--- config.mk ---
export PLATFORM = sky130hd
export DESIGN_NAME = mailbox_obi_reader_flat
export DESIGN_NICKNAME = d
export VERILOG_FILES = /design/src/rtl/mailbox_obi_reader_if.sv /design/src/rtl/mailbox_obi_reader.sv /design/src/flat_wrapper.sv
export SDC_FILE = /design/constraint.sdc
export NUM_CORES = 1
export LEC_CHECK = 0
export BUFFER_PORTS_ARGS = -buffer_cell sky130_fd_sc_hd__buf_2
export CAP_MARGIN = 10
export CORE_MARGIN = 3
export CORE_UTILIZATION = 55
export DETAILED_ROUTE_END_ITERATION = 10
export HOLD_SLACK_MARGIN = 0.1
export PLACE_DENSITY = 0.87
export SETUP_SLACK_MARGIN = 0.2
export SYNTH_ARGS = -nofsm -noshare
export SYNTH_HDL_FRONTEND = slang
export SYNTH_SLANG_ARGS = --single-unit
--- constraint.sdc ---
create_clock -name clk_i -period 8.9 [get_ports clk_i]
set_input_delay 0.89 -clock clk_i [delete_from_list [all_inputs] [get_ports clk_i]]
set_output_delay 0.89 -clock clk_i [all_outputs]
set_load 0.1 [all_outputs]
--- src/rtl/mailbox_obi_reader_if.sv ---
// OBI request/response channel between the mailbox reader (master) and the mailbox slave.
// Bus signals only; the stream side and status stay plain ports on the reader.
interface mailbox_obi_reader_if #(
  parameter int unsigned ADDR_WIDTH = 32,
  parameter int unsigned DATA_WIDTH = 32
);
  logic                  req;
  logic                  gnt;
  logic [ADDR_WIDTH-1:0] addr;
  logic                  we;
  logic [3:0]            be;
  logic [DATA_WIDTH-1:0] wdata;
  logic                  rvalid;
  logic [DATA_WIDTH-1:0] rdata;

  modport master (output req, addr, we, be, wdata, input gnt, rvalid, rdata);
  modport slave  (input req, addr, we, be, wdata, output gnt, rvalid, rdata);
endinterface

--- src/rtl/mailbox_obi_reader.sv ---
// OBI reader draining a mailbox into a FIFO stream; word visible 1 cycle after rvalid, >=2 cycles/word.
// Requests stop when the FIFO (plus the in-flight word) would be full; consumer stalls via ready_i.
module mailbox_obi_reader #(
  parameter int unsigned           ADDR_WIDTH = 32,
  parameter int unsigned           DATA_WIDTH = 32,
  parameter logic [ADDR_WIDTH-1:0] MBOX_ADDR  = '0,
  parameter int unsigned           FIFO_DEPTH = 4,
  localparam int unsigned          CNT_W      = $clog2(FIFO_DEPTH) + 1
) (
  input  logic                  clk_i,
  input  logic                  rst_ni,
  input  logic                  enable_i,
  input  logic                  flush_i,
  mailbox_obi_reader_if.master  obi,
  output logic [DATA_WIDTH-1:0] data_o,
  output logic                  valid_o,
  input  logic                  ready_i,
  output logic [CNT_W-1:0]      count_o,
  output logic                  busy_o,
  output logic                  err_o,
  output logic [15:0]           word_cnt_o
);

  localparam int unsigned      PTR_W   = $clog2(FIFO_DEPTH);
  localparam logic [CNT_W-1:0] DEPTH_C = CNT_W'(FIFO_DEPTH);

  typedef enum logic [1:0] {
    ST_IDLE = 2'd0,
    ST_REQ  = 2'd1,
    ST_WAIT = 2'd2
  } state_e;

  state_e                state_q, state_d;
  logic [DATA_WIDTH-1:0] mem_q [FIFO_DEPTH];
  logic [PTR_W-1:0]      wptr_q, wptr_d, rptr_q, rptr_d, wr_addr;
  logic [CNT_W-1:0]      count_q, count_d;
  logic                  err_q, err_d;
  logic [15:0]           word_cnt_q, word_cnt_d;
  logic                  push, pop;

  assign push = (state_q == ST_WAIT) && obi.rvalid;
  assign pop  = valid_o && ready_i;

  // A flush restarts the FIFO at slot 0, so a same-cycle push lands there.
  assign wr_addr = flush_i ? '0 : wptr_q;

  always_comb begin
    wptr_d  = wptr_q;
    rptr_d  = rptr_q;
    count_d = count_q;
    if (flush_i) begin
      rptr_d  = '0;
      wptr_d  = push ? PTR_W'(1) : '0;
      count_d = push ? CNT_W'(1) : '0;
    end else begin
      if (push) wptr_d = wptr_q + PTR_W'(1);
      if (pop)  rptr_d = rptr_q + PTR_W'(1);
      case ({push, pop})
        2'b10:   count_d = count_q + CNT_W'(1);
        2'b01:   count_d = count_q - CNT_W'(1);
        default: count_d = count_q;
      endcase
    end
  end

  always_comb begin
    state_d    = state_q;
    err_d      = err_q | (obi.rvalid && (state_q != ST_WAIT));
    word_cnt_d = push ? word_cnt_q + 16'd1 : word_cnt_q;
    case (state_q)
      ST_IDLE: if (enable_i && (count_q < DEPTH_C)) state_d = ST_REQ;
      ST_REQ:  if (obi.gnt) state_d = ST_WAIT;
      // Post-update occupancy decides chaining, keeping one slot for the in-flight word.
      ST_WAIT: if (push) state_d = (enable_i && (count_d < DEPTH_C)) ? ST_REQ : ST_IDLE;
      default: state_d = ST_IDLE;
    endcase
  end

  always_ff @(posedge clk_i or negedge rst_ni) begin
    if (!rst_ni) begin
      state_q    <= ST_IDLE;
      wptr_q     <= '0;
      rptr_q     <= '0;
      count_q    <= '0;
      err_q      <= 1'b0;
      word_cnt_q <= '0;
    end else begin
      state_q    <= state_d;
      wptr_q     <= wptr_d;
      rptr_q     <= rptr_d;
      count_q    <= count_d;
      err_q      <= err_d;
      word_cnt_q <= word_cnt_d;
    end
  end

  always_ff @(posedge clk_i) begin
    if (push) mem_q[wr_addr] <= obi.rdata;
  end

  assign obi.req   = (state_q == ST_REQ);
  assign obi.addr  = MBOX_ADDR;
  assign obi.we    = 1'b0;
  assign obi.be    = 4'hF;
  assign obi.wdata = '0;

  assign valid_o    = (count_q != '0);
  assign data_o     = valid_o ? mem_q[rptr_q] : '0;
  assign count_o    = count_q;
  assign busy_o     = (state_q != ST_IDLE);
  assign err_o      = err_q;
  assign word_cnt_o = word_cnt_q;

endmodule

--- src/flat_wrapper.sv ---
// flat-port wrapper written by rule: the top's interface ports become plain ports
module mailbox_obi_reader_flat 
#(
  parameter int unsigned           ADDR_WIDTH = 32,
  parameter int unsigned           DATA_WIDTH = 32,
  parameter logic [ADDR_WIDTH-1:0] MBOX_ADDR  = '0,
  parameter int unsigned           FIFO_DEPTH = 4,
  localparam int unsigned          CNT_W      = $clog2(FIFO_DEPTH) + 1
)
  (clk_i, rst_ni, enable_i, flush_i, data_o, valid_o, ready_i, count_o, busy_o, err_o, word_cnt_o, obi_req, obi_addr, obi_we, obi_be, obi_wdata, obi_gnt, obi_rvalid, obi_rdata);
  mailbox_obi_reader_if #(.ADDR_WIDTH(ADDR_WIDTH), .DATA_WIDTH(DATA_WIDTH)) obi_i ();
  input  logic clk_i;
  input  logic rst_ni;
  input  logic enable_i;
  input  logic flush_i;
  output logic [DATA_WIDTH-1:0] data_o;
  output logic valid_o;
  input  logic ready_i;
  output logic [CNT_W-1:0] count_o;
  output logic busy_o;
  output logic err_o;
  output logic [15:0] word_cnt_o;
  output wire logic [$bits(obi_i.req)-1:0] obi_req;
  output wire logic [$bits(obi_i.addr)-1:0] obi_addr;
  output wire logic [$bits(obi_i.we)-1:0] obi_we;
  output wire logic [$bits(obi_i.be)-1:0] obi_be;
  output wire logic [$bits(obi_i.wdata)-1:0] obi_wdata;
  input wire logic [$bits(obi_i.gnt)-1:0] obi_gnt;
  input wire logic [$bits(obi_i.rvalid)-1:0] obi_rvalid;
  input wire logic [$bits(obi_i.rdata)-1:0] obi_rdata;
  assign obi_req = obi_i.req;
  assign obi_addr = obi_i.addr;
  assign obi_we = obi_i.we;
  assign obi_be = obi_i.be;
  assign obi_wdata = obi_i.wdata;
  assign obi_i.gnt = obi_gnt;
  assign obi_i.rvalid = obi_rvalid;
  assign obi_i.rdata = obi_rdata;
  mailbox_obi_reader #(.ADDR_WIDTH(ADDR_WIDTH), .DATA_WIDTH(DATA_WIDTH), .MBOX_ADDR(MBOX_ADDR), .FIFO_DEPTH(FIFO_DEPTH)) u_core (.clk_i(clk_i), .rst_ni(rst_ni), .enable_i(enable_i), .flush_i(flush_i), .obi(obi_i), .data_o(data_o), .valid_o(valid_o), .ready_i(ready_i), .count_o(count_o), .busy_o(busy_o), .err_o(err_o), .word_cnt_o(word_cnt_o));
endmodule
Yosys cells after proc, flatten, opt, wreduce, memory -nomap -nowiden
Memory sizes are Yosys's and may differ from the RTL's.
Index checks and enable logic that the tools add are counted.
{ "totals": {"regBits": 26, "latchBits": 0, "mem_bits_rw": 128, "rom_bits": 0, "in_bits": 39, "out_inout_bits": 124, "wordCells": 51, "n_memories": 1} }
{ "op_classes": {"n_addsub": 5, "multipliers": 0, "n_div": 0, "n_lt_le_gt_ge": 2, "eq_ne": 8, "shift": 0, "n_mux": 17, "bitwise": 1, "n_reduce_logical": 11} }
{ "mem_list": {"columns": ["memory", "words", "word_bits", "read_ports", "rd_ports_with_merged_regs", "write_ports", "line", "text"], "rows": [
  ["u_core.mem_q", 4, 32, 1, 0, 1, "mailbox_obi_reader.sv:34", "logic [DATA_WIDTH-1:0] mem_q [FIFO_DEPTH];"]
]} }
{ "ops": {"columns": ["operator", "count"], "rows": [
  ["32-bit 2-to-1 mux", 1],
  ["16-bit by 1-bit adder with 16-bit output (second input constant)", 1],
  ["2-bit 2-to-1 mux", 8],
  ["3-bit < comparator (second input constant)", 2],
  ["2-bit by 1-bit != test with 1-bit output (second input constant)", 3],
  ["2-bit one-hot mux with 3 select lines", 1],
  ["3-bit one-hot mux with 2 select lines", 1],
  ["2-bit nonzero test", 3],
  ["1-bit logical AND", 5],
  ["1-bit 2-to-1 mux", 5],
  ["2-bit by 1-bit adder with 2-bit output (second input constant)", 2],
  ["2-bit by 1-bit equality test with 1-bit output (second input constant)", 2],
  ["2-bit equality test (second input constant)", 2],
  ["3-bit by 1-bit adder with 3-bit output (second input constant)", 1],
  ["3-bit 2-to-1 mux", 1],
  ["3-bit AND reduction", 1],
  ["3-bit nonzero test", 1],
  ["3-bit by 1-bit subtractor with 3-bit output (second input constant)", 1],
  ["2-bit zero test", 1],
  ["2-bit != test (second input constant)", 1],
  ["1-bit bitwise OR", 1]
]} }

Depth between registers and ports, before layout
Gate-level depths: netlist of run 1.
{ "logic_depth": {"depth_word": 10, "mapped_depth": 11, "ltp_nobuf": 10} }

Worst setup path before layout of run 1
No wires, ideal clock.
{ "synth_timing": {"kind": "in2reg", "from": "in flush_i", "to": "mem u_core.mem_q[1][0], enable pin", "setup_time_ps": 468, "t_arrival_ps": 3689, "slack_ps": 4743, "path_stages": 3, "n_path_buf": 1, "path_cell_list": "clkbuf_1 -> nor2b_1 -> nor3b_1"} }
{ "synth_via": {"elab_chain_cells": 1} }
{ "synth_lines": {"columns": ["item", "line", "text"], "rows": [
  ["from (decl)", "flat_wrapper.sv:15", "input logic flush_i;"],
  ["2-bit 2-to-1 mux", "mailbox_obi_reader.sv:45", "assign wr_addr = flush_i ? '0 : wptr_q;"],
  ["to (decl)", "mailbox_obi_reader.sv:34", null]
]} }
Every way passes these cells.

Worst setup path in the final report of run 1
{ "layout_timing": {"from": "reg u_core.rptr_q[0]", "to": "out data_o[24]"} }
{ "layout_via": {"elab_chain_cells": 2} }
{ "layout_lines": {"columns": ["item", "line", "text"], "rows": [
  ["from (decl)", "mailbox_obi_reader.sv:35", "logic [PTR_W-1:0] wptr_q, wptr_d, rptr_q, rptr_d, wr_addr;"],
  ["from (signal assigned)", "mailbox_obi_reader.sv:90", "rptr_q <= rptr_d;"],
  ["memory read 4 x 32 bit", null, null],
  ["32-bit 2-to-1 mux", "mailbox_obi_reader.sv:108", "assign data_o = valid_o ? mem_q[rptr_q] : '0;"],
  ["to (decl)", "flat_wrapper.sv:16", "output logic [DATA_WIDTH-1:0] data_o;"]
]} }
Every way passes these cells.

==> out/summary.txt, run 1 <==
OUTCOME
--------------------------------------------------------------------------------------------------
Result of the run ...................................................................    completed

STA
--------------------------------------------------------------------------------------------------
Final total negative setup slack ....................................................         0 ps
Relative slew slack .................................................................       0.2777
Setup violation total in the final timing report ....................................            0
Maximum frequency from static timing analysis .......................................   0.2839 GHz
RSZ-0062 raised after global routing ................................................           no
Share of the cycle needed by the critical path after routing ........................       0.3957
Final worst hold slack ..............................................................     449.4 ps
Number of slew-limit violations in the final report .................................            0
Setup Skew ..........................................................................     6.817 ps
Hold Fails Final Rpt ................................................................            0
Worst-margin pin slew ...............................................................      1079 ps
Post-route minimum period ...........................................................      3522 ps

FINAL LAYOUT
--------------------------------------------------------------------------------------------------
Ratio of cells with drive above 1 in the final layout ...............................       0.3425
Most frequent cells in the layout ................................................... sky130_fd_sc_hd__edfxtp_1, sky130_fd_sc_hd__buf_2, sky130_fd_sc_hd__conb_1, sky130_fd_sc_hd__mux4_2, sky130_fd_sc_hd__and2_1
Post-route core utilization .........................................................       0.6515
Most common cell after layout, fill and taps aside .................................. sky130_fd_sc_hd__edfxtp_1
Antenna cell count ..................................................................            0
Cell area after layout ..............................................................     7599 µm²
Synth-to-Final Area Change ..........................................................       13.71%
Final-stage net count ...............................................................          539

ROUTE
--------------------------------------------------------------------------------------------------
Vias post-DR ........................................................................         3414
Drt initial violations ..............................................................          142
First-pass detailed-route iteration total ...........................................            4
Top metal layer carrying routed signals .............................................         met4
Met3 Wirelength .....................................................................       879 µm
Wirelength per Cell .................................................................     17.66 µm
Antenna Nets Post-Route .............................................................            0
Final wirelength ....................................................................     11.50 mm
Met2 wire length ....................................................................     5.649 mm
Per-cell via count in the routed design .............................................        5.244
Met1 WL .............................................................................     4.672 mm
Residual DRC count ..................................................................            0

WORST SETUP PATH
--------------------------------------------------------------------------------------------------
Kind of capture point of the worst setup path .......................................   output pin
Critical Path Source ................................................................ u_core.rptr_q[0]
FF-to-FF Start ...................................................................... u_core.count_o[2]
Reg-to-Reg End ...................................................................... u_core.state_q[0]
Critical-path cell list ............................................................. buf_4, mux4_2, and2_1, buf_2
Highest fanout seen on the critical path ............................................           19
Highest-delay cell along the critical path .......................................... sky130_fd_sc_hd__dfrtp_2
Worst reg-to-reg setup slack ........................................................      6010 ps
Critical Path RT ....................................................................      8010 ps
Arrival time of data at the critical path endpoint ..................................      2630 ps
Slowest cell delay on critical path .................................................       690 ps
Crit path buf inv count .............................................................            2
Worst setup path class .............................................................. register to output pin
CP startpoint kind ..................................................................     register
Cell count of the worst reg-to-reg path .............................................           10
Gate family responsible for the most delay along the worst path ..................... buffers and inverters

PLACED DESIGN
--------------------------------------------------------------------------------------------------
Placed wire-length estimate after detailed placement ................................     7.573 mm
Count of buffers from port buffering ................................................           93
Placer congestion estimate ..........................................................       0.8027
Post-Place Cell Area ................................................................     7022 µm²

CTS
--------------------------------------------------------------------------------------------------
Clock sink count ....................................................................          154
CTS tree ............................................................................         done
Total number of H-tree levels .......................................................            4
Clock tree root buffer cell ......................................................... sky130_fd_sc_hd__clkbuf_16
Clock transition time at the flip-flop clock pins of the worst setup and hold paths .        60 ps
Clock latency on the worst-skew pair ................................................       420 ps
Number of setup buffers added after CTS .............................................            0
Number of hold buffers added after CTS ..............................................            0
Max Root-Sink Buffers ...............................................................            2
Total of cells resized after clock tree synthesis ...................................            0
Total clock buffers created by CTS ..................................................           17

POWER
--------------------------------------------------------------------------------------------------
Areal power density over the cells .................................................. 341.8 nW/µm²
Lkg Pwr .............................................................................     2.987 nW
Switching power .....................................................................     1.166 mW
Clock share of power ................................................................        0.267
Power Internal ......................................................................     1.431 mW
Relative contribution of sequential cells to total power ............................        0.337
Switching power share of the total ..................................................       0.4490
IR Drop Worst-Case VDD ..............................................................  0.0002455 V
Gate power share ....................................................................        0.396

FLOORPLANNING
--------------------------------------------------------------------------------------------------
Core area ...........................................................................    11660 µm²
Standard-cell row count .............................................................           39
DIE WIDTH ...........................................................................     116.2 µm
Number of ports placed on the die boundary ..........................................          163
Die area ............................................................................    13510 µm²
Effective utilization at floorplan ..................................................       0.5730
Die height ..........................................................................     116.2 µm

SYNTH
--------------------------------------------------------------------------------------------------
Proportion of synthesized flip-flops having asynchronous set or reset ...............       0.1688
Count of distinct cell types in the synthesized netlist .............................           40
Mean Syn Cell Area ..................................................................    16.88 µm²
Netlist area before placement .......................................................     6683 µm²
Synth Instances .....................................................................          396
Yosys warning count .................................................................            0
Number of flops mapped to enable cells by yosys .....................................          128
Ys flop type ........................................................................ sky130_fd_sc_hd__edfxtp_1
Sequential cell area fraction in the yosys report ...................................       0.6725
Post-synthesis register bit count ...................................................          154

GLOBAL ROUTE
--------------------------------------------------------------------------------------------------
Global-route wire length before repair ..............................................     18.29 mm
Total GRT Usage .....................................................................       0.1873
Number of antenna violations at the first check in global routing ...................            0
Pin count of the biggest net entering global routing ................................           36
Overflow left after global routing ..................................................            0
Via count of the first global-routing pass ..........................................         3401

WORST HOLD PATH
--------------------------------------------------------------------------------------------------
Worst Hold Class .................................................................... register to register
Startpoint of the tightest hold check path .......................................... u_core.err_o
End point of the worst hold path .................................................... u_core.err_o
Worst hold path depth ...............................................................            1

FLOW RUN
--------------------------------------------------------------------------------------------------
Max-capacitance violation count .....................................................            0

[cell type report]
cell class | instances | area [µm²]
clock buffer | 18 | 429.2
clock inverter | 14 | 147.6
fill | 810 | 4064
inverter | 3 | 13.76
multi-input combinational | 223 | 1844
sequential | 154 | 4497
tap | 143 | 178.9
timing repair buffer | 96 | 488.0
[synthesized netlist by cell type, types with 2 or more instances]
master / n / share of area
sky130_fd_sc_hd__and2_1: 32 / 0.030
sky130_fd_sc_hd__and3_1: 6 / 0.0056
sky130_fd_sc_hd__nor3_1: 2 / 0.0015
sky130_fd_sc_hd__conb_1: 2 / 0.0011
sky130_fd_sc_hd__mux4_2: 32 / 0.11
sky130_fd_sc_hd__buf_4: 72 / 0.081
sky130_fd_sc_hd__buf_2: 3 / 0.0022
sky130_fd_sc_hd__xor2_1: 6 / 0.0079
sky130_fd_sc_hd__dfrtp_1: 26 / 0.097
sky130_fd_sc_hd__nand4_1: 2 / 0.0019
sky130_fd_sc_hd__nand2_1: 13 / 0.0073
sky130_fd_sc_hd__clkbuf_1: 6 / 0.0034
sky130_fd_sc_hd__nor3b_1: 2 / 0.0022
sky130_fd_sc_hd__buf_6: 2 / 0.0034
sky130_fd_sc_hd__nor2b_1: 2 / 0.0019
sky130_fd_sc_hd__nand3_1: 3 / 0.0022
sky130_fd_sc_hd__nand3_2: 3 / 0.0045
sky130_fd_sc_hd__a21oi_1: 5 / 0.0037
sky130_fd_sc_hd__edfxtp_1: 128 / 0.58
sky130_fd_sc_hd__nor2_1: 9 / 0.0051
sky130_fd_sc_hd__o21ai_0: 2 / 0.0015
sky130_fd_sc_hd__ha_1: 5 / 0.0094
sky130_fd_sc_hd__xnor2_1: 15 / 0.020
sky130_fd_sc_hd__inv_1: 2 / 0.0011
[kinds of logic after synthesis]
| kind of cell | synth area share |
|---|---|
| flip-flops | 0.6725 |
| adder cells (fa/ha/maj) | 0.009362 |
| AO/OA/AOI/OAI | 0.009550 |
| AND/OR/NAND/NOR | 0.07770 |
| multiplexers | 0.1078 |
| other | 0.001124 |
| buffers and inverters | 0.09193 |
| XOR/XNOR | 0.02996 |
[flip-flops by register name, summed over array words and instances (netlist names)]
name / flops
u_core.count_o: 3
u_core.state_q: 2
u_core.mem_q: 128
u_core.word_cnt_o: 16
u_core.rptr_q: 2
u_core.err_o: 1
u_core.wptr_q: 2
[per-stage QoR]
stage / instances / setup WS [ps] / power [mW]
2_1_floorplan: 463 / 4743 / 1.808
3_3_place_gp: 619 / 5759 / 1.918
3_5_place_dp: 619 / 5747 / 1.926
4_1_cts: 651 / 5267 / 2.626
5_1_grt: 651 / 5164 / 2.698
6_report: 651 / 5378 / 2.597
[metal layers]
layer	global-route usage	vias up
met5	0	-
met4	0.1021	0
met3	0.05907	27
met2	0.2918	163
met1	0.2359	1697
li1	-	1527
[power by group through the flow]
stage               clock (mW)  sequential (mW)  combinational (mW)
floorplan                    0            0.947               0.862
global placement             0            0.888                1.03
detailed placement           0            0.890                1.04
CTS                      0.712            0.876                1.04
global route             0.741            0.883                1.07
finish                   0.694            0.874                1.03
[worst reg2reg max path, delay by kind of cell (launching register included)]
kind | cells | cell delay, ps
AND/OR/NAND/NOR | 2 | 1130
flip-flops | 1 | 440
adder cells (fa/ha/maj) | 2 | 430
AO/OA/AOI/OAI | 3 | 370
XOR/XNOR | 2 | 290
buffers and inverters | 1 | 120
[how the worst max path moves through the flow]
stage,to,slack [ps],depth (start not counted)
2_1_floorplan,u_core.mem_q[1][0],4740,3
3_3_place_gp,data_o[24],5760,4
3_5_place_dp,data_o[24],5750,4
4_1_cts,data_o[24],5270,4
5_1_grt,data_o[24],5160,4
6_report,data_o[24],5380,4
Power figures use the tool's default switching activity.
==> run 2, diff against run 1 <==
--- a/config.mk
+++ b/config.mk
@@ -8,10 +8,10 @@
 export BUFFER_PORTS_ARGS = -buffer_cell sky130_fd_sc_hd__buf_2
 export CAP_MARGIN = 10
 export CORE_MARGIN = 3
-export CORE_UTILIZATION = 55
+export CORE_UTILIZATION = 48
 export DETAILED_ROUTE_END_ITERATION = 10
 export HOLD_SLACK_MARGIN = 0.1
-export PLACE_DENSITY = 0.87
+export PLACE_DENSITY = 0.81
 export SETUP_SLACK_MARGIN = 0.2
 export SYNTH_ARGS = -nofsm -noshare
 export SYNTH_HDL_FRONTEND = slang
==> constraint.sdc (replaced) <==
create_clock -name clk_i -period 3.1 [get_ports clk_i]
set_input_delay 0.31 -clock clk_i [delete_from_list [all_inputs] [get_ports clk_i]]
set_output_delay 0.31 -clock clk_i [all_outputs]
set_load 0.1 [all_outputs]
==> out/summary.txt, run 2 (synthesis gave the netlist of run 1 again) <==
STA
--------------------------------------------------------------------------------------------------
Hold Fails Final Rpt ................................................................            0   unchanged
Worst-margin pin slew ...............................................................     889.5 ps   -189.2 ps
RSZ-0062 raised after global routing ................................................           no
Maximum frequency from static timing analysis .......................................   0.3669 GHz
Setup Skew ..........................................................................     7.707 ps   +0.8902 ps
Share of the cycle needed by the critical path after routing ........................       0.8793
Post-route minimum period ...........................................................      2726 ps
Final setup slack of the worst path .................................................     374.3 ps   -5004 ps
Final worst hold slack ..............................................................     116.3 ps   -333.0 ps
Relative slew slack .................................................................       0.4070   +0.1293
Setup violation total in the final timing report ....................................            0   unchanged
Final total negative setup slack ....................................................         0 ps   unchanged
Number of slew-limit violations in the final report .................................            0   unchanged

GLOBAL ROUTE
--------------------------------------------------------------------------------------------------
Total GRT Usage .....................................................................       0.1728   -0.01447
Global-route wire length before repair ..............................................     19.18 mm   +4.9%
Number of antenna violations at the first check in global routing ...................            0   unchanged
Pin count of the biggest net entering global routing ................................           35   -2.8%
Via count of the first global-routing pass ..........................................         3583   +5.4%
Overflow left after global routing ..................................................            0   unchanged

FINAL LAYOUT
--------------------------------------------------------------------------------------------------
Cell area after layout ..............................................................     7990 µm²   +5.2%
Most frequent cells in the layout ................................................... sky130_fd_sc_hd__edfxtp_1, sky130_fd_sc_hd__buf_2, sky130_fd_sc_hd__conb_1, sky130_fd_sc_hd__mux4_2, sky130_fd_sc_hd__dlygate4sd3_1
Top reg by flops .................................................................... u_core.mem_q
Post-route core utilization .........................................................       0.5939   -0.05760
Ratio of cells with drive above 1 in the final layout ...............................       0.3476   +0.005064
Antenna cell count ..................................................................            0   unchanged
Final non-filler cell total .........................................................          714   +9.7%
Flip-flop count of the largest register after layout ................................          128   unchanged
Total area of multi-input combinational cells .......................................     1868 µm²   +1.3%
Final-stage net count ...............................................................          569   +5.6%
Storage cell area ...................................................................     4497 µm²   unchanged
Number of fill cells in the layout ..................................................         1003   +24%
Synth-to-Final Area Change ..........................................................       19.57%
Most common cell after layout, fill and taps aside .................................. sky130_fd_sc_hd__edfxtp_1

CTS
--------------------------------------------------------------------------------------------------
Max Root-Sink Buffers ...............................................................            2   unchanged
Clock sink count ....................................................................          154   unchanged
CTS tree ............................................................................         done
Clock latency on the worst-skew pair ................................................       420 ps   about the same
Clock tree root buffer cell ......................................................... sky130_fd_sc_hd__clkbuf_16
Total number of H-tree levels .......................................................            4   unchanged
Total clock buffers created by CTS ..................................................           17   unchanged
Number of setup buffers added after CTS .............................................            0   unchanged
Clock transition time at the flip-flop clock pins of the worst setup and hold paths .        60 ps   about the same

ROUTE
--------------------------------------------------------------------------------------------------
Per-cell via count in the routed design .............................................        4.936   -5.9%
First-pass detailed-route iteration total ...........................................            4   unchanged
Vias post-DR ........................................................................         3524   +3.2%
Antenna Nets Post-Route .............................................................            0   unchanged
Wirelength per Cell .................................................................     17.24 µm   -2.4%
Final wirelength ....................................................................     12.31 mm   +7.0%
Residual DRC count ..................................................................            0   unchanged
Drt initial violations ..............................................................          247   +74%

POWER
--------------------------------------------------------------------------------------------------
Gate power share ....................................................................        0.398   +0.002
Clock share of power ................................................................        0.272   +0.005
Overall power of the completed layout ...............................................     7.617 mW   +190%
Switching power .....................................................................     3.372 mW   +190%
Relative contribution of sequential cells to total power ............................        0.330   -0.007
Lkg Pwr .............................................................................     3.131 nW   +4.8%
IR Drop Worst-Case VDD ..............................................................  0.0009370 V   +280%
Power Internal ......................................................................     4.245 mW   +200%
Switching power share of the total ..................................................       0.4427   -0.006352
Areal power density over the cells .................................................. 953.3 nW/µm²   +180%

OUTCOME
--------------------------------------------------------------------------------------------------
Result of the run ...................................................................    completed

FLOORPLANNING
--------------------------------------------------------------------------------------------------
Die area ............................................................................    15370 µm²   +14%
Die height ..........................................................................     124.0 µm   +6.7%
DIE WIDTH ...........................................................................     124.0 µm   +6.7%
Effective utilization at floorplan ..................................................       0.4967   -0.07626
Core area ...........................................................................    13450 µm²   +15%
Number of ports placed on the die boundary ..........................................          163   unchanged
Standard-cell row count .............................................................           42   +7.7%

WORST SETUP PATH
--------------------------------------------------------------------------------------------------
Arrival time of data at the critical path endpoint ..................................      2420 ps   -210 ps
Kind of capture point of the worst setup path .......................................   output pin
CP startpoint kind ..................................................................     register
Critical Path RT ....................................................................      2790 ps   -5220 ps
Worst setup path class .............................................................. register to output pin
Highest fanout seen on the critical path ............................................           22   +3

PLACED DESIGN
--------------------------------------------------------------------------------------------------
DP Worst Slack ......................................................................     782.8 ps   -4964 ps
Placer congestion estimate ..........................................................       0.6912   -14%
Count of buffers from port buffering ................................................           93   unchanged
Cell total after placement ..........................................................          656   +6.0%
Post-Place Cell Area ................................................................     7129 µm²   +1.5%
Placed wire-length estimate after detailed placement ................................     7.333 mm   -3.2%

FLOW RUN
--------------------------------------------------------------------------------------------------
Max-capacitance violation count .....................................................            0   unchanged

WORST HOLD PATH
--------------------------------------------------------------------------------------------------
Worst Hold Class .................................................................... input pin to register

[run 2: cell count changes in the layout (fill, tap and decap cells not counted), moves of 3 or more]
cell / delta
sky130_fd_sc_hd__and2_1: -9
sky130_fd_sc_hd__and2_2: +9
sky130_fd_sc_hd__buf_4: +3
sky130_fd_sc_hd__dlygate4sd3_1: +26
[run 2: layout make-up]
| type | count | share of cell area |
|---|---|---|
| Timing Repair Buffer | 126 | 0.09897 |
| Clock inverter | 13 | 0.02098 |
| Clock buffer | 19 | 0.05418 |
| Inverter | 3 | 0.001723 |
| Sequential cell | 154 | 0.5628 |
| Multi-Input combinational cell | 223 | 0.2338 |
| Tap cell | 176 | 0.02756 |
[run 2: power groups by stage]
stage	registers (mW)	logic [mW]	clock network, mW
floorplan	2.72	2.49	0
global placement	2.54	2.99	0
detailed placement	2.56	3.01	0
CTS	2.51	3.05	2.11
global route	2.54	3.15	2.19
finish	2.51	3.03	2.07
[run 2: final timing paths]
path	start	end	depth (start not counted)	slack, ps
max in group asynchronous	rst_ni	u_core.rptr_q[1]	2	2240
worst min-delay path	obi_rdata[4]	u_core.mem_q[1][4]	1	120
worst max-delay path	u_core.rptr_q[0]	data_o[25]	4	370
worst max register to register	u_core.count_o[2]	u_core.state_q[0]	10	800
worst min register to register	u_core.err_o	u_core.err_o	1	460
min in group asynchronous	rst_ni	u_core.word_cnt_o[14]	2	430
[run 2: worst max-delay path, stage by stage, from the launching register on]
cell and delay [ps]:
sky130_fd_sc_hd__dfrtp_2 660, sky130_fd_sc_hd__buf_12 280, sky130_fd_sc_hd__mux4_2 540, sky130_fd_sc_hd__and2_2 210, sky130_fd_sc_hd__buf_2 290
[run 2: per-layer routing]
metal / GRT usage / share of wire
met1: 0.1972 / 0.38
met2: 0.3021 / 0.53
met3: 0.04995 / 0.067
met4: 0.07666 / 0.021
met5: 0 / 0
[run 2: timing repair]
| item | in CTS | in global routing |
|---|---|---|
| hold buffers | 26 | 0 |
| endpoints found under the setup margin | 0 | 0 |
| hold endpoints to repair | 125 | 0 |
| resized for setup | 0 | 0 |
==> run 3, diff against run 2 <==
--- a/config.mk
+++ b/config.mk
@@ -7,9 +7,12 @@
 export LEC_CHECK = 0
 export BUFFER_PORTS_ARGS = -buffer_cell sky130_fd_sc_hd__buf_2
 export CAP_MARGIN = 10
+export CELL_PAD_IN_SITES_DETAIL_PLACEMENT = 1
+export CELL_PAD_IN_SITES_GLOBAL_PLACEMENT = 1
 export CORE_MARGIN = 3
-export CORE_UTILIZATION = 48
+export CORE_UTILIZATION = 40
 export DETAILED_ROUTE_END_ITERATION = 10
+export GPL_TIMING_DRIVEN = 0
 export HOLD_SLACK_MARGIN = 0.1
 export PLACE_DENSITY = 0.81
 export SETUP_SLACK_MARGIN = 0.2
==> out/summary.txt, run 3 (synthesis gave the netlist of run 1 again) <==
OUTCOME
--------------------------------------------------------------------------------------------------
Result of the run ...................................................................    completed

GLOBAL ROUTE
--------------------------------------------------------------------------------------------------
Pin count of the biggest net entering global routing ................................           27   -23%
Number of antenna violations at the first check in global routing ...................            1   +1
Via count of the first global-routing pass ..........................................         4198   +17%
Overflow left after global routing ..................................................            0   unchanged
Total GRT Usage .....................................................................       0.1622   -0.01059
Global-route wire length before repair ..............................................     22.42 mm   +17%

CTS
--------------------------------------------------------------------------------------------------
Clock transition time at the flip-flop clock pins of the worst setup and hold paths .        60 ps   about the same
CTS tree ............................................................................         done
Max Root-Sink Buffers ...............................................................            2   unchanged
Clock latency on the worst-skew pair ................................................       410 ps   about the same
Total clock buffers created by CTS ..................................................           17   unchanged
Total number of H-tree levels .......................................................            4   unchanged
Clock sink count ....................................................................          154   unchanged
Clock tree root buffer cell ......................................................... sky130_fd_sc_hd__clkbuf_16

ROUTE
--------------------------------------------------------------------------------------------------
Antenna Nets Post-Route .............................................................            0   unchanged
Met3 Wirelength .....................................................................     1.128 mm   +36%
Wirelength per Cell .................................................................     17.44 µm   +1.2%
Drt initial violations ..............................................................          165   -33%
Top metal layer carrying routed signals .............................................         met5
Per-cell via count in the routed design .............................................        4.537   -8.1%
First-pass detailed-route iteration total ...........................................            4   unchanged
Residual DRC count ..................................................................            0   unchanged
Final wirelength ....................................................................     14.46 mm   +18%
Met2 wire length ....................................................................     7.702 mm   +18%
Met1 WL .............................................................................     5.537 mm   +18%
Vias post-DR ........................................................................         3761   +6.7%

WORST HOLD PATH
--------------------------------------------------------------------------------------------------
Startpoint of the tightest hold check path .......................................... obi_rdata[29]
End point of the worst hold path .................................................... u_core.mem_q[3][29]
Worst Hold Class .................................................................... input pin to register
Worst hold path depth ...............................................................            1   unchanged

FINAL LAYOUT
--------------------------------------------------------------------------------------------------
Flip-flop count of the largest register after layout ................................          128   unchanged
Synth-to-Final Area Change ..........................................................       28.63%
Antenna cell count ..................................................................            0   unchanged
Top reg by flops .................................................................... u_core.mem_q
Final-stage net count ...............................................................          644   +13%
Most common cell after layout, fill and taps aside .................................. sky130_fd_sc_hd__edfxtp_1
Most frequent cells in the layout ................................................... sky130_fd_sc_hd__edfxtp_1, sky130_fd_sc_hd__buf_2, sky130_fd_sc_hd__buf_4, sky130_fd_sc_hd__conb_1, sky130_fd_sc_hd__mux4_2
Cell area after layout ..............................................................     8596 µm²   +7.6%
Ratio of cells with drive above 1 in the final layout ...............................       0.4290   +0.08145

POWER
--------------------------------------------------------------------------------------------------
Areal power density over the cells .................................................. 877.7 nW/µm²   -7.9%
IR Drop Worst-Case VDD ..............................................................  0.0007113 V   -24%
Lkg Pwr .............................................................................     3.524 nW   +13%

STA
--------------------------------------------------------------------------------------------------
Post-route minimum period ...........................................................      2683 ps   -43.21 ps
Maximum frequency from static timing analysis .......................................   0.3728 GHz   +1.6%
Setup Skew ..........................................................................     5.941 ps   -1.766 ps
Worst-margin pin slew ...............................................................     768.7 ps   -120.8 ps
Setup violation total in the final timing report ....................................            0   unchanged
Share of the cycle needed by the critical path after routing ........................       0.8653   -0.01394
Final total negative setup slack ....................................................         0 ps   unchanged
Relative slew slack .................................................................       0.4870   +0.08001
Hold Fails Final Rpt ................................................................            0   unchanged
RSZ-0062 raised after global routing ................................................           no
Number of slew-limit violations in the final report .................................            0   unchanged

WORST SETUP PATH
--------------------------------------------------------------------------------------------------
Cell count of the worst reg-to-reg path .............................................           11   +1
Worst setup path class .............................................................. register to output pin
FF-to-FF Start ...................................................................... u_core.count_o[2]
CP startpoint kind ..................................................................     register
Reg-to-Reg End ...................................................................... u_core.state_q[0]
Arrival time of data at the critical path endpoint ..................................      2370 ps   -50 ps
Highest fanout seen on the critical path ............................................           10   -55%
Kind of capture point of the worst setup path .......................................   output pin
Worst reg-to-reg setup slack ........................................................       480 ps   -320 ps
Critical Path RT ....................................................................      2790 ps   about the same

PLACED DESIGN
--------------------------------------------------------------------------------------------------
Count of buffers from port buffering ................................................           92   -1.1%
Placed wire-length estimate after detailed placement ................................     10.13 mm   +38%
Placer congestion estimate ..........................................................       0.6989   +1.1%
Post-Place Cell Area ................................................................     7846 µm²   +10%

FLOORPLANNING
--------------------------------------------------------------------------------------------------
Core area ...........................................................................    16120 µm²   +20%
Die area ............................................................................    18290 µm²   +19%
Effective utilization at floorplan ..................................................       0.4147   -0.08207
DIE WIDTH ...........................................................................     135.3 µm   +9.1%
Number of ports placed on the die boundary ..........................................          163   unchanged
Standard-cell row count .............................................................           46   +9.5%
Die height ..........................................................................     135.3 µm   +9.1%

FLOW RUN
--------------------------------------------------------------------------------------------------
Max-capacitance violation count .....................................................            0   unchanged

-- run 3: cell count changes in the layout (fill, tap and decap cells not counted), moves of 3 or more --
cell,before,now
sky130_fd_sc_hd__clkinv_4,1,6
sky130_fd_sc_hd__bufinv_16,3,0
sky130_fd_sc_hd__buf_4,6,72
sky130_fd_sc_hd__buf_16,0,3
sky130_fd_sc_hd__dlygate4sd3_1,26,20
-- run 3: what timing repair did --
item                                    in CTS  in global routing
hold buffers                                18                  2
endpoints found under the hold margin       87                  5
resized for setup                            0                  3
buffers inserted                             0                  0
endpoints found under the setup margin       0                 11
-- run 3: how the worst max path moves through the flow --
stage | startpoint | to | slack (ps)
global placement | u_core.state_q[0] | u_core.mem_q[0][18] | -680
global route | u_core.count_o[2] | data_o[2] | 230
finish | u_core.count_o[2] | data_o[7] | 420
CTS | u_core.count_o[2] | data_o[13] | 270
detailed placement | u_core.count_o[2] | u_core.state_q[0] | 530
floorplan | u_core.count_o[2] | data_o[22] | 280
-- run 3: area by class of cell --
class                           instances  area [µm²]
Inverter                                3       13.76
Buffer                                 83       603.1
Fill cell                            1605        7520
Timing Repair Buffer                  118       800.8
Sequential cell                       154        4494
Multi-Input combinational cell        223        1868
Clock inverter                         15       120.1
Tap cell                              216       270.3
Clock buffer                           17       425.4
-- run 3: power breakdown --
group          internal, mW  switching [mW]  total (mW)
clock                  1.03           0.847        1.88
sequential             2.37          0.0952        2.46
combinational         0.682            2.52        3.20
total                  4.08            3.46        7.54
-- run 3: routing by layer --
layer | GRT usage | vias to the layer above
li1 | - | 1734
met1 | 0.1773 | 1878
met2 | 0.3003 | 137
met3 | 0.05684 | 10
met4 | 0.04031 | 2
met5 | 0 | -
-- run 3: metrics by stage --
| stage | total power, mW | util | hold WS [ps] | cells | setup WS (ps) |
|---|---|---|---|---|---|
| 6_report | 7.544 | 0.5334 | 116.2 | 829 | 417.5 |
| 3_5_place_dp | 5.699 | 0.4869 | 350.6 | 777 | 527.5 |
| 5_1_grt | 7.861 | 0.5334 | 100.6 | 829 | 228.2 |
| 4_1_cts | 7.618 | 0.5319 | 100.0 | 827 | 274.3 |
| 2_1_floorplan | 5.206 | - | 14.41 | 463 | 284.4 |
| 3_3_place_gp | 5.623 | 0.4770 | 328.6 | 771 | -681.7 |
-- run 3: critical path: stages, from the launching register on --
cell,delay (ps)
sky130_fd_sc_hd__dfrtp_1,460
sky130_fd_sc_hd__or3_1,140
sky130_fd_sc_hd__clkbuf_1,360
sky130_fd_sc_hd__clkbuf_1,370
sky130_fd_sc_hd__and2_1,200
sky130_fd_sc_hd__buf_2,420
